===== src/rtl/replayer_pkg.sv =====
// Shared types and helpers for the replayer address sequencer.
package replayer_pkg;

    localparam int ADDR_W = 8;

    typedef enum logic {
        IDLE  = 1'b0,
        ARMED = 1'b1
    } state_t;

    // Clocks per tick; a rate faster than the clock degenerates to a tick every cycle.
    function automatic int calc_div(input int clk_hz, input int tick_hz);
        int d;
        d = (tick_hz > 0) ? (clk_hz / tick_hz) : 1;
        return (d < 1) ? 1 : d;
    endfunction

endpackage


===== src/rtl/replayer_if.sv =====
// Control and strobe bundle between the replayer and its controller/memory side.
interface replayer_if;
    import replayer_pkg::*;

    logic              start;
    logic              enable;
    logic [ADDR_W-1:0] limit;
    logic              read;
    logic              ready;
    logic [ADDR_W-1:0] addr;

    modport master (output start, enable, limit, input read, ready, addr);
    modport slave  (input start, enable, limit, output read, ready, addr);

endinterface


===== src/rtl/replayer_tick.sv =====
// Prescaler: one-cycle tick every DIV enabled cycles; holds its count while disabled.
module replayer_tick #(
    parameter int DIV = 1
) (
    input  logic clk,
    input  logic rst_n,
    input  logic clear,
    input  logic en,
    output logic tick
);

    localparam int PW = (DIV > 1) ? $clog2(DIV) : 1;
    localparam logic [PW-1:0] LAST = PW'(DIV - 1);

    logic [PW-1:0] pcnt;

    assign tick = en && (pcnt == LAST);

    always_ff @(posedge clk or negedge rst_n) begin
        if (!rst_n) begin
            pcnt <= '0;
        end else if (clear) begin
            pcnt <= '0;
        end else if (en) begin
            pcnt <= tick ? '0 : pcnt + PW'(1);
        end
    end

endmodule


===== src/rtl/replayer.sv =====
// Replays addresses 0..len-1 at TICK_PER_SEC with a read strobe per tick.
// Define REPLAYER_ONESHOT_EN to stop after a single pass per start.
module replayer
    import replayer_pkg::*;
#(
    parameter int CLOCK_FREQ_HZ = 12000000,
    parameter int TICK_PER_SEC  = 1000
) (
    input  logic       clk,
    input  logic       rst_n,
    replayer_if.slave  bus
);

    localparam int DIV = calc_div(CLOCK_FREQ_HZ, TICK_PER_SEC);

    state_t            state;
    logic [ADDR_W-1:0] len;
    logic [ADDR_W-1:0] addr;
    logic              rd;
    logic              rdy;
    logic              run;
    logic              tick;
    logic              stop;
    logic              issue;
    logic [ADDR_W-1:0] nxt;
    logic              nxt_last;

    assign run = (state == ARMED) && bus.enable;

    replayer_tick #(.DIV(DIV)) u_tick (
        .clk   (clk),
        .rst_n (rst_n),
        .clear (bus.start),
        .en    (run),
        .tick  (tick)
    );

`ifdef REPLAYER_ONESHOT_EN
    assign stop = rd && rdy;
`else
    assign stop = 1'b0;
`endif

    // Address shown by the next read: the one after the current read, or the held one.
    assign nxt      = rd ? ((addr == len - 1'b1) ? '0 : addr + 1'b1) : addr;
    assign nxt_last = (nxt == len - 1'b1);
    assign issue    = tick && !bus.start && !stop;

    always_ff @(posedge clk or negedge rst_n) begin
        if (!rst_n) begin
            state <= IDLE;
            len   <= '0;
            addr  <= '0;
            rd    <= 1'b0;
            rdy   <= 1'b0;
        end else if (bus.start) begin
            len   <= bus.limit;
            addr  <= '0;
            rd    <= 1'b0;
            rdy   <= 1'b0;
            state <= (bus.limit != '0) ? ARMED : IDLE;
        end else begin
            rd  <= 1'b0;
            rdy <= 1'b0;
            if (stop) begin
                state <= IDLE;
                addr  <= '0;
            end else if (issue) begin
                rd   <= 1'b1;
                rdy  <= nxt_last;
                addr <= nxt;
            end else if (rd) begin
                addr <= nxt;
            end
        end
    end

    assign bus.read  = rd;
    assign bus.ready = rdy;
    assign bus.addr  = addr;

endmodule


===== src/flat_wrapper.sv =====
// flat-port wrapper written by rule: the top's interface ports become plain ports
module replayer_flat import replayer_pkg::*;
#(
    parameter int CLOCK_FREQ_HZ = 12000000,
    parameter int TICK_PER_SEC  = 1000
)
  (clk, rst_n, bus_start, bus_enable, bus_limit, bus_read, bus_ready, bus_addr);
  replayer_if bus_i ();
  input  logic clk;
  input  logic rst_n;
  input wire logic [$bits(bus_i.start)-1:0] bus_start;
  input wire logic [$bits(bus_i.enable)-1:0] bus_enable;
  input wire logic [$bits(bus_i.limit)-1:0] bus_limit;
  output wire logic [$bits(bus_i.read)-1:0] bus_read;
  output wire logic [$bits(bus_i.ready)-1:0] bus_ready;
  output wire logic [$bits(bus_i.addr)-1:0] bus_addr;
  assign bus_i.start = bus_start;
  assign bus_i.enable = bus_enable;
  assign bus_i.limit = bus_limit;
  assign bus_read = bus_i.read;
  assign bus_ready = bus_i.ready;
  assign bus_addr = bus_i.addr;
  replayer #(.CLOCK_FREQ_HZ(CLOCK_FREQ_HZ), .TICK_PER_SEC(TICK_PER_SEC)) u_core (.clk(clk), .rst_n(rst_n), .bus(bus_i));
endmodule

===== config.mk =====
export PLATFORM = sky130hd
export DESIGN_NAME = replayer_flat
export DESIGN_NICKNAME = d
export VERILOG_FILES = /design/src/rtl/replayer_pkg.sv /design/src/rtl/replayer_if.sv /design/src/rtl/replayer_tick.sv /design/src/rtl/replayer.sv /design/src/flat_wrapper.sv
export SDC_FILE = /design/constraint.sdc
export NUM_CORES = 1
export LEC_CHECK = 0
export BUFFER_PORTS_ARGS = -buffer_cell sky130_fd_sc_hd__buf_4
export CORE_MARGIN = 2
export CORE_UTILIZATION = 45
export DETAILED_ROUTE_END_ITERATION = 8
export SYNTH_ARGS = -nofsm -noshare
export SYNTH_HDL_FRONTEND = slang
export SYNTH_HIERARCHICAL = 1
export SYNTH_SLANG_ARGS = --single-unit
export TNS_END_PERCENT = 30

===== constraint.sdc =====
create_clock -name clk -period 7.7 [get_ports clk]
set_input_delay 1.54 -clock clk [delete_from_list [all_inputs] [get_ports clk]]
set_output_delay 1.54 -clock clk [all_outputs]
set_load 0.02 [all_outputs]

==> results of run 1 <==
## state kept, by name (all words and copies together), names as in the netlist
| name | flops |
|---|---|
| u_core/u_tick/pcnt | 14 |
| u_core/bus.addr | 8 |
| u_core/len | 8 |
| u_core/bus.read | 1 |
| u_core/bus.ready | 1 |
| u_core/state | 1 |
## cells in the mapped netlist, types with 3 or more instances
master / count
dfrtp_1: 33
nor2_1: 23
xnor2_1: 18
nand2_1: 16
nor3_1: 13
xor2_1: 10
o21ai_0: 9
nand4_1: 8
inv_1: 7
nand2b_1: 7
nor4_1: 7
a21oi_1: 6
mux2_2: 6
nand3_1: 5
or3_1: 5
ha_1: 4
clkbuf_1: 3
## worst max-delay path, cell delays in order (launching register included)
cell and delay (ns):
dfrtp_1 0.41, inv_1 0.10, ha_1 0.24, nor3b_1 0.53
a21oi_1 0.09, o31ai_1 0.34, and4b_1 0.55, a22o_1 0.21
a32oi_1 0.06, a2111oi_2 0.33
## power by group
group          total, µW  internal [µW]  switching [µW]
logic               52.7           25.8            26.9
registers            186            178            8.00
clock network        124           62.5            61.4
## final timing paths
| kind | from | slack (ns) | end |
|---|---|---|---|
| max | u_core/len[0]$_DFFE_PN0P_ | 4.73 | u_core/bus.ready$_DFF_PN0_ |
| min | u_core/state$_DFFE_PN0P_ | 0.54 | u_core/state$_DFFE_PN0P_ |
| max reg2reg | u_core/len[0]$_DFFE_PN0P_ | 4.73 | u_core/bus.ready$_DFF_PN0_ |
| min reg2reg | u_core/state$_DFFE_PN0P_ | 0.54 | u_core/state$_DFFE_PN0P_ |
| max in group asynchronous | rst_n | 6.21 | u_core/len[4]$_DFFE_PN0P_ |
| min in group asynchronous | rst_n | 1.19 | u_core/u_tick/pcnt[9]$_DFFE_PN0P_ |
## through the flow
| step | setup slack, ns | hold WS, ns | instance area (µm²) |
|---|---|---|---|
| after floorplan | 4.92 | 0.505 | 2120 |
| after global placement | 4.63 | 0.534 | 2310 |
| after detailed placement | 4.59 | 0.545 | 2310 |
| after CTS | 4.72 | 0.551 | 2390 |
| after global routing | 4.35 | 0.576 | 2390 |
| final | 4.73 | 0.540 | 2390 |
## layout make-up
cell class	instances	area, µm²	area share, %
Clock buffer	6	72.6	3.04
Clock inverter	2	10.0	0.419
Inverter	7	26.3	1.10
Multi-Input combinational cell	180	1230	51.5
Sequential cell	33	826	34.6
Tap cell	52	65.1	2.72
Timing Repair Buffer	21	158	6.60
## metal layers
| metal | track usage [%] | share of wire [%] | up-vias |
|---|---|---|---|
| met5 | 0 | 0 | - |
| met1 | 29.5 | 53 | 799 |
| li1 | - | - | 862 |
| met4 | 5.76 | 1.4 | 0 |
| met2 | 28.2 | 41 | 42 |
| met3 | 4.97 | 4.8 | 9 |
## logic make-up (layout without fill, tap and decap cells)
family,Yosys count,in the layout,synth area share (%)
buf+inv,15,36,3.18
compound gates,33,33,10.5
flops,33,33,38.9
simple gates,106,106,27.7
mux,7,7,3.65
xor+xnor,30,30,13.7
fa+ha+maj,4,4,2.36
==> results.sh, run 1 <==
export IMPL_yosysSeqAreaShare_pct=38.9
export IMPL_row_count=24
export IMPL_syn_area_um2=2120
export IMPL_worst_pin_slew_ns=0.594
export IMPL_fin_cells=301
export IMPL_die_h_um=72.7
export IMPL_synth_cell_type_count=55
export IMPL_antenna_found_initial=0
export IMPL_ant_nets=0
export IMPL_reg2reg_depth=9
export IMPL_vias=1712
export IMPL_dp_hpwl_um=3170
export IMPL_cp_start_kind="flop"
export IMPL_wirelength_um=4380
export IMPL_overflow=0
export IMPL_area_growth_syn_to_layout_pct=12.4
export IMPL_worstPathArrival_ns=3.15
export IMPL_yosys_warnings=6
export IMPL_hold_buffers=0
export IMPL_min_path_cells=2
export IMPL_worstPathRequired_ns=7.88
export IMPL_cts_buffer_depth=2
export IMPL_nNetsFinal=264
export IMPL_firstDrtPassIters=4
export IMPL_netlist_instances=228
export IMPL_ys_dominant_reg_cell="dfrtp_1"
export IMPL_fin_util_pct=53.7
export IMPL_most_common_layout_cells="dfrtp_1 (33), nor2_1 (23), buf_4 (21)"
export IMPL_drt_iter0_drc=165
export IMPL_clock_fmax_ghz=0.337
export IMPL_wl_per_cell_um=14.5
export IMPL_dpl_cell_count=293
export IMPL_ys_seq_elements=33
export IMPL_die_x_um=72.7
export IMPL_drive_gt1_share_pct=18.1
export IMPL_grt_start_max_net_pins=34
export IMPL_cts_resized=0
export IMPL_clk_pin_slew_worst_paths_ns=0.06
export IMPL_synth_area_top_cells="dfrtp_1 (39%), xnor2_1 (7.4%), xor2_1 (4.1%), nor2_1 (4.1%), mux2_2 (3.2%)"
export IMPL_hold_class="reg2reg"
export IMPL_crit_path_end_kind="flop"
export IMPL_drv_slew=0
export IMPL_post_route_min_period_ns=2.97
export IMPL_syn_nets=244
export IMPL_fin_worst_skew_ns=0.00228
export IMPL_syn_area_per_cell_um2=9.32
export IMPL_period_share_pct=38.6
export IMPL_finalHoldViolations=0
export IMPL_fill_cells=425
export IMPL_grt_pass1_wl_um=8070
export IMPL_setup_viol=0
export IMPL_crit_type="reg2reg"
export IMPL_cts_made_buffers=5
export IMPL_yosysTopAreaCellShare_pct=38.9
export IMPL_max_cap_violations=0
export IMPL_grt_pass1_vias=1666
export IMPL_design_power_total_uw=363
export IMPL_synthArstFlopShare_pct=100
export IMPL_layout_commonest_cell="dfrtp_1"
export IMPL_port_buffers=21
export IMPL_antenna_cells=0
export IMPL_gp_congestion=0.853
export IMPL_track_usage_pct=19.7
export IMPL_tns_ns=0
export IMPL_core_area_um2=4440
export IMPL_status="finished clean"
export IMPL_p_leak_uw=0.000945
export IMPL_dieArea_um2=5290
export IMPL_synth_top_cell_by_area="dfrtp_1"
export IMPL_root_buffer="clkbuf_8"
export IMPL_post_cts_buffers=0
export IMPL_io_pins=22
export IMPL_vdd_drop_max_mv=0.0775
export IMPL_rsz0062_at_grt="false"
export IMPL_power_density_nw_per_um2=152
export IMPL_max_slew_margin_rel_pct=60.3
export IMPL_synth_edf_count=0
export IMPL_tritoncts="built"
export IMPL_initial_core_util_pct=47.8
export IMPL_clk_latency_ns=0.28
export IMPL_cts_sinks=33
export IMPL_drc=0
export IMPL_critPathMaxFanout=12
export IMPL_h_tree_depth=2
export IMPL_via_per_inst=5.69
Note: power is estimated with default switching activity, not from simulation.
==> inputs of run 2 (changes only) <==
==> constraint.sdc (replaced) <==
create_clock -name clk -period 2.76 [get_ports clk]
set_input_delay 0.552 -clock clk [delete_from_list [all_inputs] [get_ports clk]]
set_output_delay 0.552 -clock clk [all_outputs]
set_load 0.02 [all_outputs]
==> results.sh, run 2 (same netlist as run 1, synthesis figures left out) <==
export IMPL_place_ws_ns=0.116
export IMPL_cpLargestDelayFamily="simple AND/OR/NAND/NOR gates"
export IMPL_drive_gt1_share_pct=21.9
export IMPL_clock_fmax_ghz=0.377
export IMPL_vias=1726
export IMPL_cts_sinks=33
export IMPL_fin_util_pct=55.9
export IMPL_p_leak_uw=0.000996
export IMPL_r2r_slack_ns=0.10
export IMPL_ant_nets=0
export IMPL_area_growth_syn_to_layout_pct=16.8
export IMPL_drc=0
export IMPL_fin_cells=308
export IMPL_root_buffer="clkbuf_8"
export IMPL_cp_slowest_cell="or4_1"
export IMPL_most_common_layout_cells="dfrtp_1 (33), buf_4 (29), nor2_1 (23)"
export IMPL_gp_congestion=0.819
export IMPL_multi_input_area_um2=1240
export IMPL_drt_iter0_drc=145
export IMPL_dpl_cell_count=301
export IMPL_design_power_total_uw=1110
export IMPL_nNetsFinal=272
export IMPL_crit_path_end_kind="flop"
export IMPL_grt_pass1_wl_um=7900
export IMPL_hold_buffers=0
export IMPL_wl_per_cell_um=15.0
export IMPL_highest_layer="met4"
export IMPL_firstDrtPassIters=4
export IMPL_initial_core_util_pct=47.8
export IMPL_track_usage_pct=19.4
export IMPL_worstPathArrival_ns=2.82
export IMPL_grt_pass1_vias=1623
export IMPL_cp_start_kind="flop"
export IMPL_io_pins=22
export IMPL_dieArea_um2=5290
export IMPL_finalHoldViolations=0
export IMPL_port_buffers=21
export IMPL_h_tree_depth=2
export IMPL_register_area_um2=826
export IMPL_worst_pin_slew_ns=0.404
export IMPL_wl_met1_um=2440
export IMPL_via_per_inst=5.60
export IMPL_die_x_um=72.7
export IMPL_post_cts_buffers=0
export IMPL_critPathMaxFanout=4
export IMPL_worstPathRequired_ns=2.92
export IMPL_grt_start_max_net_pins=34
export IMPL_overflow=0
export IMPL_cts_buffer_depth=2
export IMPL_top_register="u_core/u_tick/pcnt"
export IMPL_antenna_found_initial=0
export IMPL_wirelength_um=4610
export IMPL_fin_ws_ns=0.104
export IMPL_tns_ns=0
export IMPL_cp_num_buf_inv=0
export IMPL_hold_class="in2async"
export IMPL_cts_resized=0
export IMPL_clk_latency_ns=0.28
export IMPL_max_slew_margin_rel_pct=72.7
export IMPL_setup_viol=0
export IMPL_post_route_min_period_ns=2.66
export IMPL_vdd_drop_max_mv=0.269
export IMPL_crit_type="reg2reg"
export IMPL_fill_cells=427
export IMPL_fin_worst_skew_ns=0.00959
export IMPL_slowest_delay_ns=0.59
export IMPL_dp_hpwl_um=3340
export IMPL_largest_reg_flops=14
export IMPL_drv_slew=0
export IMPL_max_cap_violations=0
export IMPL_power_density_nw_per_um2=449
export IMPL_period_share_pct=96.2
export IMPL_reg_top3="u_core/u_tick/pcnt: 14 flops, u_core/bus.addr: 8 flops, u_core/len: 8 flops"
export IMPL_core_area_um2=4440
export IMPL_antenna_cells=0
export IMPL_layout_commonest_cell="dfrtp_1"
export IMPL_rsz0062_at_grt="false"
export IMPL_cts_made_buffers=5
export IMPL_status="finished clean"
export IMPL_die_h_um=72.7
export IMPL_row_count=24
export IMPL_path_cells="or4_1 > or3_4 > and2_4 > or3_1 > a32oi_1 > o21ai_1 > a2111oi_2"
export IMPL_clk_pin_slew_worst_paths_ns=0.07
export IMPL_wl_met2_um=1900
export IMPL_tritoncts="built"
export IMPL_wl_met3_um=221
run 2: power breakdown:
group	total (µW)	switching (µW)	leakage, µW	internal [µW]
combinational	168	86.4	0.000504	81.6
sequential	514	16.3	0.000438	497
clock	433	171	0.0000540	262
run 2: per-layer routing:
layer | vias to the layer above | GRT usage, %
met4 | 0 | 5.56
met3 | 5 | 4.28
met5 | - | 0
li1 | 875 | -
met1 | 809 | 29.7
met2 | 37 | 27.3
run 2: layout make-up:
type / instances / area share [%]
Clock buffer: 5 / 2.77
Clock inverter: 2 / 1.41
Inverter: 7 / 1.06
Multi-Input combinational cell: 180 / 50.1
Sequential cell: 33 / 33.3
Tap cell: 52 / 2.62
Timing Repair Buffer: 29 / 8.77
run 2: worst paths after layout:
kind                       depth (start not counted)                      start                                 end
max reg2reg                                        7  u_core/len[0]$_DFFE_PN0P_          u_core/bus.ready$_DFF_PN0_
min in group clk                                   3               bus_limit[5]           u_core/len[5]$_DFFE_PN0P_
min reg2reg                                        2   u_core/state$_DFFE_PN0P_            u_core/state$_DFFE_PN0P_
max in group asynchronous                          1                      rst_n      u_core/bus.addr[7]$_DFFE_PN0P_
max                                                7  u_core/len[0]$_DFFE_PN0P_          u_core/bus.ready$_DFF_PN0_
min                                                1                      rst_n  u_core/u_tick/pcnt[12]$_DFFE_PN0P_
run 2: metrics by stage:
| step | hold slack, ns | instance area, µm² |
|---|---|---|
| global placement | 0.523 | 2370 |
| detailed placement | 0.526 | 2370 |
| global route | 0.231 | 2480 |
| finish | 0.200 | 2480 |
| floorplan | 0.256 | 2120 |
| CTS | 0.212 | 2470 |
==> inputs of run 3 (changes only) <==
--- a/config.mk
+++ b/config.mk
@@ -11,6 +11,5 @@
 export DETAILED_ROUTE_END_ITERATION = 8
 export SYNTH_ARGS = -nofsm -noshare
 export SYNTH_HDL_FRONTEND = slang
-export SYNTH_HIERARCHICAL = 1
 export SYNTH_SLANG_ARGS = --single-unit
 export TNS_END_PERCENT = 30
==> results.sh, run 3 <==
export IMPL_initial_core_util_pct=46.8
export IMPL_cp_slowest_cell="dfrtp_1"
export IMPL_dieArea_um2=5120
export IMPL_register_area_um2=826
export IMPL_final_cell_area_um2=2360
export IMPL_finalHoldViolations=0
export IMPL_max_slew_margin_rel_pct=64.3
export IMPL_power_density_nw_per_um2=438
export IMPL_nNetsFinal=253
export IMPL_die_x_um=71.5
export IMPL_worstPathRequired_ns=2.95
export IMPL_rsz0062_at_grt="false"
export IMPL_cts_sinks=33
export IMPL_synthXorXnorAreaFrac_pct=13.5
export IMPL_muxShareOfSynthArea_pct=4.75
export IMPL_worstPathArrival_ns=2.59
export IMPL_clk_pin_slew_worst_paths_ns=0.07
export IMPL_slowest_delay_ns=0.45
export IMPL_via_per_inst=5.47
export IMPL_post_route_min_period_ns=2.40
export IMPL_ys_dominant_reg_cell="dfrtp_1"
export IMPL_setup_viol=0
export IMPL_syn_area_per_cell_um2=9.51
export IMPL_fin_worst_skew_ns=0.00571
export IMPL_synth_compound_area_share_pct=12.0
export IMPL_vdd_drop_max_mv=0.301
export IMPL_cts_made_buffers=5
export IMPL_synth_area_top_cells="dfrtp_1 (40%), xnor2_1 (7.7%), xor2_1 (4.7%), nor2_1 (3.8%), nand2_1 (3.5%)"
export IMPL_critPathMaxFanout=7
export IMPL_drv_slew=0
export IMPL_wl_met2_um=1790
export IMPL_r2r_slack_ns=0.36
export IMPL_crit_type="reg2reg"
export IMPL_port_buffers=21
export IMPL_wl_per_cell_um=14.6
export IMPL_dp_hpwl_um=3140
export IMPL_period_share_pct=86.9
export IMPL_worst_pin_slew_ns=0.527
export IMPL_wl_met3_um=148
export IMPL_path_cells="inv_1 > ha_1 > nor3b_2 > xnor2_2 > a21oi_1 > o2111ai_2 > o31ai_1 > o211ai_1 > nor4_2"
export IMPL_reg2reg_depth=9
export IMPL_p_leak_uw=0.000977
export IMPL_cp_num_buf_inv=1
export IMPL_syn_area_um2=2050
export IMPL_synthAdderAreaFrac_pct=1.83
export IMPL_ant_nets=0
export IMPL_gp_congestion=0.809
export IMPL_track_usage_pct=18.5
export IMPL_tns_ns=0
export IMPL_synth_top_family_by_area="simple AND/OR/NAND/NOR gates"
export IMPL_io_pins=22
export IMPL_layout_commonest_cell="dfrtp_1"
export IMPL_area_growth_syn_to_layout_pct=15.2
export IMPL_highest_layer="met4"
export IMPL_firstDrtPassIters=4
export IMPL_wl_met1_um=2240
export IMPL_antenna_cells=0
export IMPL_drive_gt1_share_pct=20.2
export IMPL_syn_nets=231
export IMPL_r2r_end="u_core.bus.ready$_DFF_PN0_"
export IMPL_core_area_um2=4380
export IMPL_root_buffer="clkbuf_8"
export IMPL_largest_reg_flops=14
export IMPL_netlist_instances=216
export IMPL_fin_cells=290
export IMPL_yosysMostFrequentCell="dfrtp_1"
export IMPL_status="finished clean"
export IMPL_row_count=24
export IMPL_cp_start_kind="flop"
export IMPL_place_ws_ns=0.200
export IMPL_h_tree_depth=2
export IMPL_grt_pass1_vias=1497
export IMPL_top_register="u_core.u_tick.pcnt"
export IMPL_cpLargestDelayFamily="compound AO/OA/AOI/OAI gates"
export IMPL_cts_buffer_depth=2
export IMPL_grt_pass1_wl_um=7380
export IMPL_clk_latency_ns=0.28
export IMPL_synth_edf_count=0
export IMPL_hold_worst_slack_ns=0.203
export IMPL_wirelength_um=4220
export IMPL_yosys_warnings=0
export IMPL_fill_cells=413
export IMPL_fin_ws_ns=0.360
export IMPL_synth_top_cell_by_area="dfrtp_1"
export IMPL_synthTopCellsByCount="dfrtp_1 (33), nor2_1 (21), nand2_1 (19)"
export IMPL_hold_buffers=0
export IMPL_grt_start_max_net_pins=34
export IMPL_overflow=0
export IMPL_most_common_layout_cells="dfrtp_1 (33), buf_4 (23), nor2_1 (21)"
export IMPL_drc=0
export IMPL_drt_iter0_drc=75
export IMPL_reg_top3="u_core.u_tick.pcnt: 14 flops, u_core.bus.addr: 8 flops, u_core.len: 8 flops"
export IMPL_max_cap_violations=0
export IMPL_clock_fmax_ghz=0.417
export IMPL_post_synth_and_or_nand_nor_area_fraction_pct=25.3
export IMPL_yosysTopAreaCellShare_pct=40.2
export IMPL_crit_path_end_kind="flop"
export IMPL_hold_class="in2async"
export IMPL_die_h_um=71.5
export IMPL_synth_cell_type_count=52
export IMPL_tritoncts="built"
export IMPL_ys_seq_elements=33
export IMPL_vias=1587
export IMPL_antenna_found_initial=0
export IMPL_dpl_cell_count=283
export IMPL_reg2reg_from="u_core.len[0]$_DFFE_PN0P_"
export IMPL_dpl_cell_area_um2=2260
export IMPL_yosysSeqAreaShare_pct=40.2
export IMPL_multi_input_area_um2=1200
export IMPL_synthArstFlopShare_pct=100
==> run 3: cells by family (layout without fill, tap and decap cells) <==
family	after synthesis	after routing
compound gates	36	36
xor+xnor	30	30
mux	9	9
simple gates	92	92
buf+inv	13	35
flops	33	33
fa+ha+maj	3	3
==> run 3: report_power, final <==
group | internal [µW] | switching, µW | leakage, µW | total, µW
logic | 69.7 | 81.3 | 0.000495 | 151
clock network | 198 | 163 | 0.0000443 | 361
registers | 498 | 26.4 | 0.000437 | 524
total | 765 | 271 | 0.000977 | 1040
==> run 3: per-layer routing <==
metal / GRT usage [%] / vias to the layer above
li1: - / 815
met1: 28.2 / 743
met2: 25.8 / 25
met3: 4.78 / 4
met4: 5.66 / 0
met5: 0 / -
==> run 3: worst register-to-register path: cells and delay by family, from the launching register on <==
family          cells  cell delay [ns]
compound gates      4             0.81
simple gates        2             0.53
flops               1             0.45
fa+ha+maj           1             0.24
xor+xnor            1             0.16
buf+inv             1             0.12
==> run 3: metrics by stage <==
step | total power [µW] | util (%)
after floorplan | 634 | -
after global placement | 680 | 51.5
after detailed placement | 681 | 51.5
after CTS | 1050 | 53.5
after global routing | 1100 | 53.9
final | 1040 | 53.9
==> run 3: layout make-up <==
type | instances | share of cell area (%)
tap | 52 | 2.75
multi-input combinational | 170 | 50.6
clock buffer | 7 | 3.65
sequential | 33 | 34.9
inverter | 5 | 0.794
timing repair buffer | 23 | 7.30
==> run 3: worst max-delay path by stage <==
stage	start	end	slack, ns	depth (start not counted)
2_1_floorplan	u_core.len[0]$_DFFE_PN0P_	u_core.bus.ready$_DFF_PN0_	0.48	9
5_1_grt	u_core.len[0]$_DFFE_PN0P_	u_core.bus.ready$_DFF_PN0_	0.04	9
4_1_cts	u_core.len[0]$_DFFE_PN0P_	u_core.bus.ready$_DFF_PN0_	0.19	8
3_3_place_gp	u_core.len[0]$_DFFE_PN0P_	u_core.bus.ready$_DFF_PN0_	0.31	8
3_5_place_dp	u_core.len[0]$_DFFE_PN0P_	u_core.bus.ready$_DFF_PN0_	0.20	8
6_report	u_core.len[0]$_DFFE_PN0P_	u_core.bus.ready$_DFF_PN0_	0.36	9
==> run 3: what timing repair did <==
item / in CTS / in global routing
setup buffers: 0 / 0
gates resized for setup: 0 / 3
endpoints found under the setup margin: 0 / 1
